### src/rtl/mem_arb.sv
// Single-outstanding arbiter: NCH requesters share one memory request/response port.
// Accept -> mem_req_valid next cycle -> rsp_valid >= 3 cycles later; define MEM_ARB_RR_EN for round-robin.
module mem_arb #(
    parameter int NCH = 2,
    parameter int AW  = 32,
    parameter int DW  = 32
) (
    input  logic                  clk,
    input  logic                  rst,
    input  logic [NCH-1:0]        req_valid,
    output logic [NCH-1:0]        req_ready,
    input  logic [NCH*AW-1:0]     req_addr,
    input  logic [NCH-1:0]        req_wen,
    input  logic [NCH*DW-1:0]     req_wdata,
    input  logic [NCH*(DW/8)-1:0] req_wmask,
    output logic [NCH-1:0]        rsp_valid,
    output logic [DW-1:0]         rsp_rdata,
    output logic                  mem_req_valid,
    input  logic                  mem_req_ready,
    output logic [AW-1:0]         mem_addr,
    output logic                  mem_wen,
    output logic [DW-1:0]         mem_wdata,
    output logic [DW/8-1:0]       mem_wmask,
    input  logic                  mem_rsp_valid,
    input  logic [DW-1:0]         mem_rsp_rdata
);
    localparam int SW = DW / 8;
    localparam int GW = (NCH > 1) ? $clog2(NCH) : 1;

    typedef enum logic [1:0] {IDLE, REQ, WAIT, RESP} state_e;

    state_e        state_q, state_d;
    logic [GW-1:0] gnt_q, gnt_d, pick;
    logic [AW-1:0] addr_q, addr_d;
    logic          wen_q, wen_d;
    logic [DW-1:0] wdata_q, wdata_d;
    logic [SW-1:0] wmask_q, wmask_d;
    logic [DW-1:0] rdata_q, rdata_d;
    logic          any_vld;

    assign any_vld = |req_valid;

`ifdef MEM_ARB_RR_EN
    logic [GW-1:0] ptr_q, ptr_d;

    // Lowest requester overall covers the wrap case; any requester at/above ptr overrides it.
    always_comb begin
        pick = '0;
        for (int c = NCH - 1; c >= 0; c--) begin
            if (req_valid[c]) pick = GW'(c);
        end
        for (int c = NCH - 1; c >= 0; c--) begin
            if (req_valid[c] && (GW'(c) >= ptr_q)) pick = GW'(c);
        end
    end

    always_comb begin
        ptr_d = ptr_q;
        if (state_q == IDLE && any_vld) begin
            ptr_d = (pick == GW'(NCH - 1)) ? '0 : pick + 1'b1;
        end
    end

    always_ff @(posedge clk) begin
        if (!rst) ptr_q <= '0;
        else      ptr_q <= ptr_d;
    end
`else
    always_comb begin
        pick = '0;
        for (int c = NCH - 1; c >= 0; c--) begin
            if (req_valid[c]) pick = GW'(c);
        end
    end
`endif

    always_comb begin
        state_d       = state_q;
        gnt_d         = gnt_q;
        addr_d        = addr_q;
        wen_d         = wen_q;
        wdata_d       = wdata_q;
        wmask_d       = wmask_q;
        rdata_d       = rdata_q;
        req_ready     = '0;
        mem_req_valid = 1'b0;
        rsp_valid     = '0;
        case (state_q)
            IDLE: begin
                if (any_vld) begin
                    req_ready = NCH'(1) << pick;
                    gnt_d     = pick;
                    for (int c = 0; c < NCH; c++) begin
                        if (GW'(c) == pick) begin
                            addr_d  = req_addr[c*AW +: AW];
                            wen_d   = req_wen[c];
                            wdata_d = req_wdata[c*DW +: DW];
                            wmask_d = req_wmask[c*SW +: SW];
                        end
                    end
                    state_d = REQ;
                end
            end
            REQ: begin
                mem_req_valid = 1'b1;
                if (mem_req_ready) state_d = WAIT;
            end
            WAIT: begin
                if (mem_rsp_valid) begin
                    rdata_d = wen_q ? '0 : mem_rsp_rdata;
                    state_d = RESP;
                end
            end
            RESP: begin
                rsp_valid = NCH'(1) << gnt_q;
                state_d   = IDLE;
            end
            default: state_d = IDLE;
        endcase
    end

    always_ff @(posedge clk) begin
        if (!rst) begin
            state_q <= IDLE;
            gnt_q   <= '0;
            addr_q  <= '0;
            wen_q   <= 1'b0;
            wdata_q <= '0;
            wmask_q <= '0;
            rdata_q <= '0;
        end else begin
            state_q <= state_d;
            gnt_q   <= gnt_d;
            addr_q  <= addr_d;
            wen_q   <= wen_d;
            wdata_q <= wdata_d;
            wmask_q <= wmask_d;
            rdata_q <= rdata_d;
        end
    end

    // Reads never expose stale write payload downstream.
    assign mem_addr  = addr_q;
    assign mem_wen   = wen_q;
    assign mem_wdata = wen_q ? wdata_q : '0;
    assign mem_wmask = wen_q ? wmask_q : '0;
    assign rsp_rdata = rdata_q;

endmodule

### config.mk
export PLATFORM = sky130hd
export DESIGN_NAME = mem_arb
export DESIGN_NICKNAME = d
export VERILOG_FILES = /design/src/rtl/mem_arb.sv
export SDC_FILE = /design/constraint.sdc
export NUM_CORES = 1
export LEC_CHECK = 0
export CAP_MARGIN = 20
export CORE_ASPECT_RATIO = 0.8
export CORE_MARGIN = 3
export CORE_UTILIZATION = 40
export DETAILED_ROUTE_END_ITERATION = 6
export MAX_ROUTING_LAYER = met4
export PLACE_DENSITY = 0.85
export REMOVE_ABC_BUFFERS = 1
export SKIP_CTS_REPAIR_TIMING = 1
export SLEW_MARGIN = 20
export SYNTH_ARGS = -nofsm -noshare
export SYNTH_HDL_FRONTEND = slang
export SYNTH_SLANG_ARGS = --single-unit
### constraint.sdc
create_clock -name clk -period 3.7 [get_ports clk]
set_input_delay 0.74 -clock clk [delete_from_list [all_inputs] [get_ports clk]]
set_output_delay 0.74 -clock clk [all_outputs]
set_load 0.01 [all_outputs]
==> results.md <==
* Worst hold start: rsp_rdata[27]$_SDFFE_PN0P_
* Comb pwr share at 38.8%
* Largest net degree at the start of global routing at 92
* Antenna diode count at 0
* DR iter-0 viols at 215
* Total number of vias at 5252
* Num CTS Buffers at 9
* Syn avg cell area at 7.93 um^2
* Outcome: finished, final reports clean
* XOR/XNOR Fraction of Synth Area at 0%
* Post-route insts no fill at 986
* Fmax at 338 MHz
* Int Power at 2.88 mW
* WHS Path Cells at 2
* Worst r2r src: state_q[0]$_SDFFE_PN0P_
* Synth async-reset ratio at 0%
* DRC viols at 0
* Area growth, synth to finish at 65.9%
* Fin. Hold Viols at 0
* Leakage at 2.90 nW
* Total GRT Usage at 25.0%
* Maxcap violations at 0
* Worst endpoint required time at 2960 ps
* Placer congestion estimate at 0.886
* Worst Setup Start Kind: flop
* Placed cell areas at 7520 um^2
* Fin nets at 1017
* CTS tree: built
* Worst-case clock buffer depth at 2
* Overall power at 4.30 mW
* Die area at 13200 um^2
* RSZ-0062 raised after global routing: no
* Top_reg_cell synth: dfxtp_1
* I/O pins at 282
* Chip height at 103 um
* DRT Pass-1 Iters at 5
* Clk network pwr share at 24.5%
* Crit path kind: flop to output pin
* Compound-Gate Fraction of Synth Area at 22.3%
* Detail Route Antenna Nets at 0
* VDD IR max at 0.000328 V
* Register share of total power at 36.7%
* Drt total wl at 17100 um
* Yosys reg bits at 104
* Slowest stage delay, CP at 820 ps
* Post-Synth Adder-Cell Area at 1.06%
* Max-slew headroom at 32.7%
* Placed insts at 970
* Vias in the first global route at 5039
* Hold path endpoint: rsp_rdata[27]$_SDFFE_PN0P_
* Pins Over Slew Limit at 0
* FF-to-FF End: wdata_q[22]$_SDFFE_PN0P_
* Yosys cell types at 25
* Avg WL per Cell at 17.4 um
* Min Tclk post-route at 2960 ps
* Worst-path clk slew at 70 ps
* Worst r2r path cells at 6
* Power per cell area at 548 nW/um^2
* Sw Share at 33.0%
* Net Sw Power at 1.42 mW
* Cell Area, Synth at 4730 um^2
* First-pass GRT wire length at 25400 um
* Final non-filler cell area at 7850 um^2
* Setup crit end kind: output pin
* Setup Skew at 5.65 ps
* Starting Density at 42.3%
* DPL Wire Length at 12200 um
* Cells along the critical path: buf_4, and2_1, clkdlybuf4s50_1
* Hold Crit Class: flop to flop
* Tightest Pin Transition at 1010 ps
* PortBufs at 281
* Crit path from: mem_wen$_SDFFE_PN0P_
* Number of cell rows at 34
* Die W at 128 um
* # clock sinks at 104
* Via-per-instance ratio at 5.33
* Fillers at 869
* Clk Latency, worst-skew pair at 340 ps
* Mux share of post-synthesis cell area at 0.211%
* Initial antenna violation count at 0
* Sequential area share after synthesis at 44.0%
* # H-tree levels at 3
* Root Buffer: clkbuf_16
* Hold WS at 452 ps
* Final setup violation count at 0
* Grt ovf at 0
* Number of flops mapped to enable cells by yosys at 0
* CP max stage cell: dfxtp_1
* R2R setup slack at 1680 ps
* Max FO, Critical Path at 25
* Layout cell share with drive strength beyond 1 at 3.21%
* Core ar. at 11200 um^2
* Post-synthesis simple-gate area fraction at 25.6%
* Yosys warns at 0
* Critical Path AT at 2220 ps
* Fin crit share at 79.9%
* Synth Instances at 597
* Combinational family with the most area after synthesis: simple AND/OR/NAND/NOR gates
==> worst max-delay path: cells and delay by family, from the launching register on <==
kind	cells	cell delay [ps]
buffers and inverters	2	900
flip-flops	1	820
AND/OR/NAND/NOR	1	160
==> metrics by stage <==
stage | setup slack [ps] | utilization (%) | setup TNS [ps]
after CTS | 691 | 70.2 | 0
after global placement | 817 | 67.2 | 0
after detailed placement | 797 | 67.2 | 0
after floorplan | -394 | - | -394
final | 744 | 70.2 | 0
after global routing | 562 | 70.2 | 0
==> synth_stat cells (4+ instances only) <==
| master | count | area share, % |
|---|---|---|
| a21boi_0 | 27 | 4.3 |
| a21boi_1 | 5 | 0.79 |
| a31oi_1 | 69 | 9.1 |
| and2_1 | 39 | 5.2 |
| buf_2 | 24 | 2.5 |
| buf_4 | 10 | 1.6 |
| clkbuf_1 | 23 | 1.8 |
| dfxtp_1 | 104 | 44 |
| ha_1 | 4 | 1.1 |
| nand2_1 | 173 | 14 |
| nand4b_1 | 32 | 5.9 |
| o21ai_0 | 63 | 6.7 |
| o21ai_1 | 6 | 0.63 |
==> cells by family (layout without fill, tap and decap cells) <==
group	Yosys count	in the layout
simple gates	250	250
compound gates	175	175
flops	104	104
buf+inv	63	308
fa+ha+maj	4	4
mux	1	1
==> power by group through the flow <==
stage                     combinational [mW]  clock, mW  sequential [mW]
after detailed placement                1.66          0             1.60
final                                   1.67       1.06             1.58
after global routing                    1.81       1.12             1.61
after CTS                               1.67       1.07             1.58
after floorplan                        0.686          0             1.64
after global placement                  1.62          0             1.57
==> state kept, by name, summed over array words and instances, names as in the netlist <==
register,flops
rsp_rdata,32
mem_addr,32
mem_wen,1
state_q,2
gnt_q,1
wdata_q,32
wmask_q,4
==> per-layer routing <==
metal,vias up,part of all wire (%),track usage [%]
met5,-,0,-
met2,255,50,43.8
met3,34,10,7.85
met1,2430,38,27.3
met4,0,2.6,8.48
li1,2533,-,-
==> layout make-up <==
class	instances	area, um^2	area share, %
well taps	144	180	2.29
flip-flops and latches	104	2080	26.5
clock buffers	12	256	3.27
inverters	3	11.3	0.143
multi-input cells	430	2340	29.8
repair buffers	289	2910	37.0
clock inverters	4	76.3	0.972
==> layout by cell type (no fill, tap or decap), drive strengths merged, types with 2 or more instances in the layout <==
cell type,count
dfxtp,104
a31oi,69
inv,3
o21ai,69
o21a,2
a21boi,32
bufinv,2
ha,4
nor2b,3
and2,39
clkbuf,12
nand4b,32
nand2,173
clkdlybuf4s50,280
buf,9
==> how the worst max path moves through the flow <==
| stage | end | depth (start not counted) | slack (ps) |
|---|---|---|---|
| 3_5_place_dp | req_ready[1] | 4 | 800 |
| 4_1_cts | mem_wdata[8] | 3 | 690 |
| 5_1_grt | mem_wdata[15] | 3 | 560 |
| 3_3_place_gp | req_ready[1] | 4 | 820 |
| 6_report | mem_wdata[8] | 3 | 740 |
| 2_1_floorplan | req_ready[1] | 2 | -390 |
Note: power is estimated with default switching activity, not from simulation.
